`src/rtl/feat_bank_sched.sv`:
```
// rtl/feat_bank_sched.sv - ping-pong bank sequencer and single-port arbiter for the feature buffer
// Optional write address guard: define FEAT_SCHED_ADDR_GUARD_EN.
module feat_bank_sched #(
    parameter int              ADDR_W   = 16,
    parameter int              DATA_W   = 128,
    parameter int              RD_LAT   = 1,
    parameter logic [ADDR_W-1:0] MAX_ADDR = 16'hFFFF
) (
    input  logic              CLK,
    input  logic              RESETn,
    input  logic              layer_start,
    input  logic              layer_done,
    input  logic              ld_req,
    output logic              ld_grant,
    input  logic              ld_wr_en,
    input  logic [ADDR_W-1:0] ld_wr_addr,
    input  logic [DATA_W-1:0] ld_wr_data,
    input  logic              ld_done,
    input  logic              ex_wr_en,
    input  logic [ADDR_W-1:0] ex_wr_addr,
    input  logic [DATA_W-1:0] ex_wr_data,
    input  logic              ex_rd_en,
    input  logic [ADDR_W-1:0] ex_rd_addr,
    output logic              ex_rd_valid,
    input  logic              rb_rd_en,
    input  logic [ADDR_W-1:0] rb_rd_addr,
    output logic              rb_rd_valid,
    output logic              buf_wr_en,
    output logic [ADDR_W-1:0] buf_wr_addr,
    output logic [DATA_W-1:0] buf_wr_data,
    output logic              buf_rd_en,
    output logic [ADDR_W-1:0] buf_rd_addr,
    input  logic              buf_rd_valid,
    output logic              bank_rd_sel,
    output logic              bank_wr_sel,
    output logic              sched_idle,
    output logic [5:0]        layer_cnt,
    output logic [16:0]       wr_word_cnt
`ifdef FEAT_SCHED_ADDR_GUARD_EN
    ,
    output logic              addr_err
`endif
);

    typedef enum logic [1:0] {
        S_IDLE = 2'd0,
        S_LOAD = 2'd1,
        S_RUN  = 2'd2,
        S_SWAP = 2'd3
    } state_t;

    state_t            state_q, state_d;
    logic              bank_rd_sel_q, bank_rd_sel_d;
    logic              bank_wr_sel_q, bank_wr_sel_d;
    logic              ld_grant_q, ld_grant_d;
    logic              sched_idle_q, sched_idle_d;
    logic [5:0]        layer_cnt_q, layer_cnt_d;
    logic [16:0]       wr_word_cnt_q, wr_word_cnt_d;
    logic [RD_LAT-1:0] rd_vld_q, rd_vld_d;
    logic [RD_LAT-1:0] rd_tag_q, rd_tag_d;
    logic              addr_err_q, addr_err_d;

    logic              wr_own;
    logic              wr_ok;
    logic [ADDR_W-1:0] wr_addr_sel;
    logic              rd_from_ex;
    logic              rd_from_rb;

    always_comb begin
        state_d       = state_q;
        bank_rd_sel_d = bank_rd_sel_q;
        layer_cnt_d   = layer_cnt_q;
        unique case (state_q)
            S_IDLE: begin
                if (layer_start)  state_d = S_RUN;
                else if (ld_req)  state_d = S_LOAD;
            end
            S_LOAD: if (ld_done)    state_d = S_IDLE;
            S_RUN:  if (layer_done) state_d = S_SWAP;
            S_SWAP: begin
                state_d       = S_IDLE;
                bank_rd_sel_d = ~bank_rd_sel_q;
                layer_cnt_d   = layer_cnt_q + 6'd1;
            end
            default: state_d = S_IDLE;
        endcase

        ld_grant_d    = (state_d == S_LOAD);
        sched_idle_d  = (state_d == S_IDLE);
        bank_wr_sel_d = (state_d == S_RUN) ? ~bank_rd_sel_d : bank_rd_sel_d;
    end

    // Ownership-gated, zero-latency write/read routing to the buffer
    always_comb begin
        wr_own      = ((state_q == S_LOAD) && ld_wr_en) || ((state_q == S_RUN) && ex_wr_en);
        wr_addr_sel = (state_q == S_LOAD) ? ld_wr_addr : ex_wr_addr;
`ifdef FEAT_SCHED_ADDR_GUARD_EN
        wr_ok       = wr_own && (wr_addr_sel <= MAX_ADDR);
        addr_err_d  = addr_err_q || (wr_own && !wr_ok);
`else
        wr_ok       = wr_own;
        addr_err_d  = 1'b0;
`endif
        buf_wr_en   = wr_ok;
        buf_wr_addr = wr_addr_sel;
        buf_wr_data = (state_q == S_LOAD) ? ld_wr_data : ex_wr_data;

        rd_from_ex  = (state_q == S_RUN)  && ex_rd_en;
        rd_from_rb  = (state_q == S_IDLE) && rb_rd_en;
        buf_rd_en   = rd_from_ex || rd_from_rb;
        buf_rd_addr = (state_q == S_RUN) ? ex_rd_addr : rb_rd_addr;
    end

    always_comb begin
        wr_word_cnt_d = wr_word_cnt_q;
        if ((state_d != state_q) && ((state_d == S_LOAD) || (state_d == S_RUN)))
            wr_word_cnt_d = 17'd0;
        else if (wr_ok && (wr_word_cnt_q != 17'h1FFFF))
            wr_word_cnt_d = wr_word_cnt_q + 17'd1;
    end

    // Tag 1 = layer_exec, 0 = host; valid steered by the tag leaving the pipe
    always_comb begin
        rd_vld_d    = rd_vld_q;
        rd_tag_d    = rd_tag_q;
        rd_vld_d[0] = buf_rd_en;
        rd_tag_d[0] = rd_from_ex;
        for (int i = 1; i < RD_LAT; i++) begin
            rd_vld_d[i] = rd_vld_q[i-1];
            rd_tag_d[i] = rd_tag_q[i-1];
        end
    end

    always_ff @(posedge CLK or negedge RESETn) begin
        if (!RESETn) begin
            state_q       <= S_IDLE;
            bank_rd_sel_q <= 1'b0;
            bank_wr_sel_q <= 1'b0;
            ld_grant_q    <= 1'b0;
            sched_idle_q  <= 1'b1;
            layer_cnt_q   <= 6'd0;
            wr_word_cnt_q <= 17'd0;
            rd_vld_q      <= '0;
            rd_tag_q      <= '0;
            addr_err_q    <= 1'b0;
        end else begin
            state_q       <= state_d;
            bank_rd_sel_q <= bank_rd_sel_d;
            bank_wr_sel_q <= bank_wr_sel_d;
            ld_grant_q    <= ld_grant_d;
            sched_idle_q  <= sched_idle_d;
            layer_cnt_q   <= layer_cnt_d;
            wr_word_cnt_q <= wr_word_cnt_d;
            rd_vld_q      <= rd_vld_d;
            rd_tag_q      <= rd_tag_d;
            addr_err_q    <= addr_err_d;
        end
    end

    assign ex_rd_valid = buf_rd_valid && rd_vld_q[RD_LAT-1] &&  rd_tag_q[RD_LAT-1];
    assign rb_rd_valid = buf_rd_valid && rd_vld_q[RD_LAT-1] && !rd_tag_q[RD_LAT-1];
    assign ld_grant    = ld_grant_q;
    assign sched_idle  = sched_idle_q;
    assign bank_rd_sel = bank_rd_sel_q;
    assign bank_wr_sel = bank_wr_sel_q;
    assign layer_cnt   = layer_cnt_q;
    assign wr_word_cnt = wr_word_cnt_q;

`ifdef FEAT_SCHED_ADDR_GUARD_EN
    assign addr_err = addr_err_q;
`else
    logic unused_guard;
    assign unused_guard = ^{MAX_ADDR, addr_err_q, addr_err_d};
`endif

endmodule
```
`config.mk`:
```
export PLATFORM = sky130hd
export DESIGN_NAME = feat_bank_sched
export DESIGN_NICKNAME = d
export VERILOG_FILES = /design/src/rtl/feat_bank_sched.sv
export SDC_FILE = /design/constraint.sdc
export NUM_CORES = 1
export LEC_CHECK = 0
export ABC_AREA = 1
export CORE_AREA = 5 5 200 202
export CTS_BUF_LIST = sky130_fd_sc_hd__clkbuf_8 sky130_fd_sc_hd__clkbuf_16
export DETAILED_ROUTE_END_ITERATION = 8
export DIE_AREA = 0 0 205 207
export GPL_ROUTABILITY_DRIVEN = 0
export PLACE_DENSITY_LB_ADDON = 0.2
export SLEW_MARGIN = 20
export SYNTH_ARGS = -nofsm -noshare
export SYNTH_HDL_FRONTEND = slang
export SYNTH_SLANG_ARGS = --single-unit
```
`constraint.sdc`:
```
create_clock -name CLK -period 2.6 [get_ports CLK]
set_input_delay 0.52 -clock CLK [delete_from_list [all_inputs] [get_ports CLK]]
set_output_delay 0.52 -clock CLK [all_outputs]
set_load 0.01 [all_outputs]
```
==> out/summary.txt <==
Post-synthesis compound-gate area fraction = 0.02626
Final setup viols = 0
Antenna Violating Nets Remaining = 0
Adder-cell share of the synthesized area = 0.009728
#FFs+latches synth = 31
Core area = 38110 sq um
Pre-CTS setup slack = 170.5 ps
Mux contribution to synthesized area = 0.5185
Syn avg cell area = 9.997 sq um
LEAKAGE = 4.326 nW
Most area-consuming cells after synthesis = mux2_2, dfrtp_1, mux2_4
Crit path DAT = 2010 ps
Placed Instances = 1418
CTS clk-pin slew, worst paths = 50 ps
Final slew viol count = 0
Synth Instances = 386
Cell Area, Synth = 3859 sq um
Crit start category = register
Final worst-path cycle share = 0.9722
Final instance area = 10010 sq um
Non-filler instance count after layout = 1439
Share of layout cells above drive strength 1 = 0.2175
Tot Pwr = 5.900 mW
Drt first pass iters = 4
Ys Warns = 0
CTS Root Cell = clkbuf_16
Post-synthesis xor/xnor area fraction = 0.02270
Worst hold slack = 483.8 ps
Power Dens Cells = 589.6 nW/um^2
Largest net degree at the start of global routing = 39
Area growth syn-to-layout = 159.3%
H-tree depth = 2
Chip height = 207 microns
Port Buffers = 521
GR Overflow Total = 0
First-pass GRT wire length = 41.66 mm
# IOs = 522
Final #Nets = 1248
CTS sink cnt = 31
Unique masters post-synth = 28
Share of the synthesized area in the top cell type = 0.3239
Via Count = 4959
VDD IR max = 204.5 uV
Mapped Nets = 720
Slew headroom = 0.7097
Simple-Gate Fraction of Synth Area = 0.1436
HPWL after DPL = 26.63 mm
Wirelength per Cell = 21.25 microns
Filler cells = 4094
GRT Resource Usage Total = 0.1354
Clk_lat worst skew = 280 ps
Fmax = 395.6 MHz
Capturing element type of the critical path = output pin
Initial antenna violation count = 8
WL final = 30.57 mm
Run status = completed
Worst Path Required = 2080 ps
Post-synthesis sequential area ratio = 0.2014
Crit path max fanout = 19
Largest family of logic cells by synthesized area = multiplexers
CTS tree = done
Drt drc = 0
Worst-Margin Slew = 435.4 ps
Cell taking the most area after synthesis = mux2_2
Total CTS buffers = 5
Vias per cell = 3.446
Crit path kind = register to output pin
Min Tclk post-route = 2528 ps
Worst min path class = register to register
Chip Width = 205 microns
Drt initial violations = 204
Clock Path Buffers = 2
RSZ-0062 raised after global routing = true
Clk_skew = 4.783 ps
Max-cap viol count = 0
Starting Density = 0.1013
Num rows = 72
Vias in the first global route = 5364
Final Hold Fails = 0
Die Area = 42440 sq um
Final Worst Setup Slack = 72.25 ps
Placed cell area = 9656 sq um
Hold Buf Count CTS = 0
==> critical path: stages, from the launching register on <==
cell and delay [ps]:
dfrtp_2 450, nand2_8 170, buf_8 210, mux2_2 360, clkdlybuf4s50_1 500
==> cells in the mapped netlist <==
library cell  number
dfstp_2            1
buf_12             6
o21bai_1           4
nor3b_1            1
buf_4             10
inv_1             22
nand2_1           56
dfrtp_1           30
buf_2              2
nand4_1           13
mux2_4            50
ha_1               3
nand3_1           13
nor2_1            30
a21oi_1            2
o21ai_2            1
xor2_1             7
inv_2              2
nand3b_1           2
clkinv_2           1
nand2_2            1
o22ai_2            1
mux2_2           111
nor3_1             1
nand2_4            4
o21ai_0            8
xnor2_1            3
nor4_1             1
==> metal layers <==
layer	vias to the layer above	track usage	routed length, microns
met3	14	0.04958	2842
met1	2245	0.1653	12320
met4	6	0.01224	103
met2	273	0.2365	15270
li1	2421	-	-
met5	-	0	40
==> report_power, final <==
group          switching (mW)  internal (mW)  total, mW  leakage, nW
Combinational            1.89           2.69       4.57         3.84
Sequential              0.102          0.601      0.703        0.407
Clock                   0.220          0.404      0.623       0.0814
Total                    2.21           3.69       5.90         4.33
==> cell families after synthesis <==
logic type,Yosys count
compound gates,16
xor+xnor,10
fa+ha+maj,3
buf+inv,43
flops,31
mux,161
simple gates,122
==> stage by stage <==
stage	TNS (ps)	util
CTS	-5.777	0.2595
floorplan	0	-
detailed placement	0	0.2534
global placement	0	0.2534
finish	0	0.2626
global route	-26.59	0.2623
==> final cells by class <==
type,instances,area (sq um),share of cell area
Antenna cell,6,15.01,0.001501
Clock buffer,7,152.6,0.01526
Clock inverter,1,3.754,0.0003751
Inverter,25,95.09,0.009504
Multi-Input combinational cell,312,2790,0.2789
Sequential cell,31,778.2,0.07778
Tap cell,518,648.1,0.06477
Timing Repair Buffer,539,5523,0.5520
==> repair_timing <==
| action | in CTS | in global routing |
|---|---|---|
| cloned | 1 | 0 |
| setup buffers | 5 | 1 |
| resized for setup | 42 | 38 |
| pin swaps | 1 | 0 |
| endpoints found under the setup margin | 134 | 62 |
==> sequential cells by signal, summed over array words and instances, names as in the netlist <==
register,cells
wr_word_cnt,17
layer_cnt,6
state_q,2
bank_rd_sel,1
bank_wr_sel,1
ld_grant,1
rd_tag_q,1
rd_vld_q,1
sched_idle,1
==> path summary, 6_finish.rpt <==
check / from / to / slack, ps / depth (start not counted)
max: state_q[0]$_DFF_PN0_ / buf_wr_data[24] / 70 / 4
min: layer_cnt[5]$_DFFE_PN0P_ / layer_cnt[5]$_DFFE_PN0P_ / 480 / 1
max reg2reg: wr_word_cnt[1]$_DFFE_PN0P_ / wr_word_cnt[10]$_DFFE_PN0P_ / 540 / 13
min reg2reg: layer_cnt[5]$_DFFE_PN0P_ / layer_cnt[5]$_DFFE_PN0P_ / 480 / 1
max in group asynchronous: RESETn / sched_idle$_DFF_PN1_ / 1610 / 2
min in group asynchronous: RESETn / wr_word_cnt[8]$_DFFE_PN0P_ / 650 / 2
==> layout by cell type, fill, tap and decap left out, types with 3 or more instances in the layout <==
master           synthesis  routed
clkdlybuf4s50_1          0     449
mux2_2                 111     111
nand2_1                 56      56
mux2_4                  50      50
dlymetal6s2s_1           0      36
dlygate4sd2_1            0      35
nor2_1                  30      30
dfrtp_1                 30      29
inv_1                   22      23
nand3_1                 13      13
nand4_1                 13      13
buf_4                   10      10
o21ai_0                  8       7
xor2_1                   7       7
diode_2                  0       6
clkbuf_16                0       5
o21bai_1                 4       4
buf_16                   0       4
nand2_4                  4       3
xnor2_1                  3       3
ha_1                     3       3
buf_12                   6       3
Power figures use the tool's default switching activity.
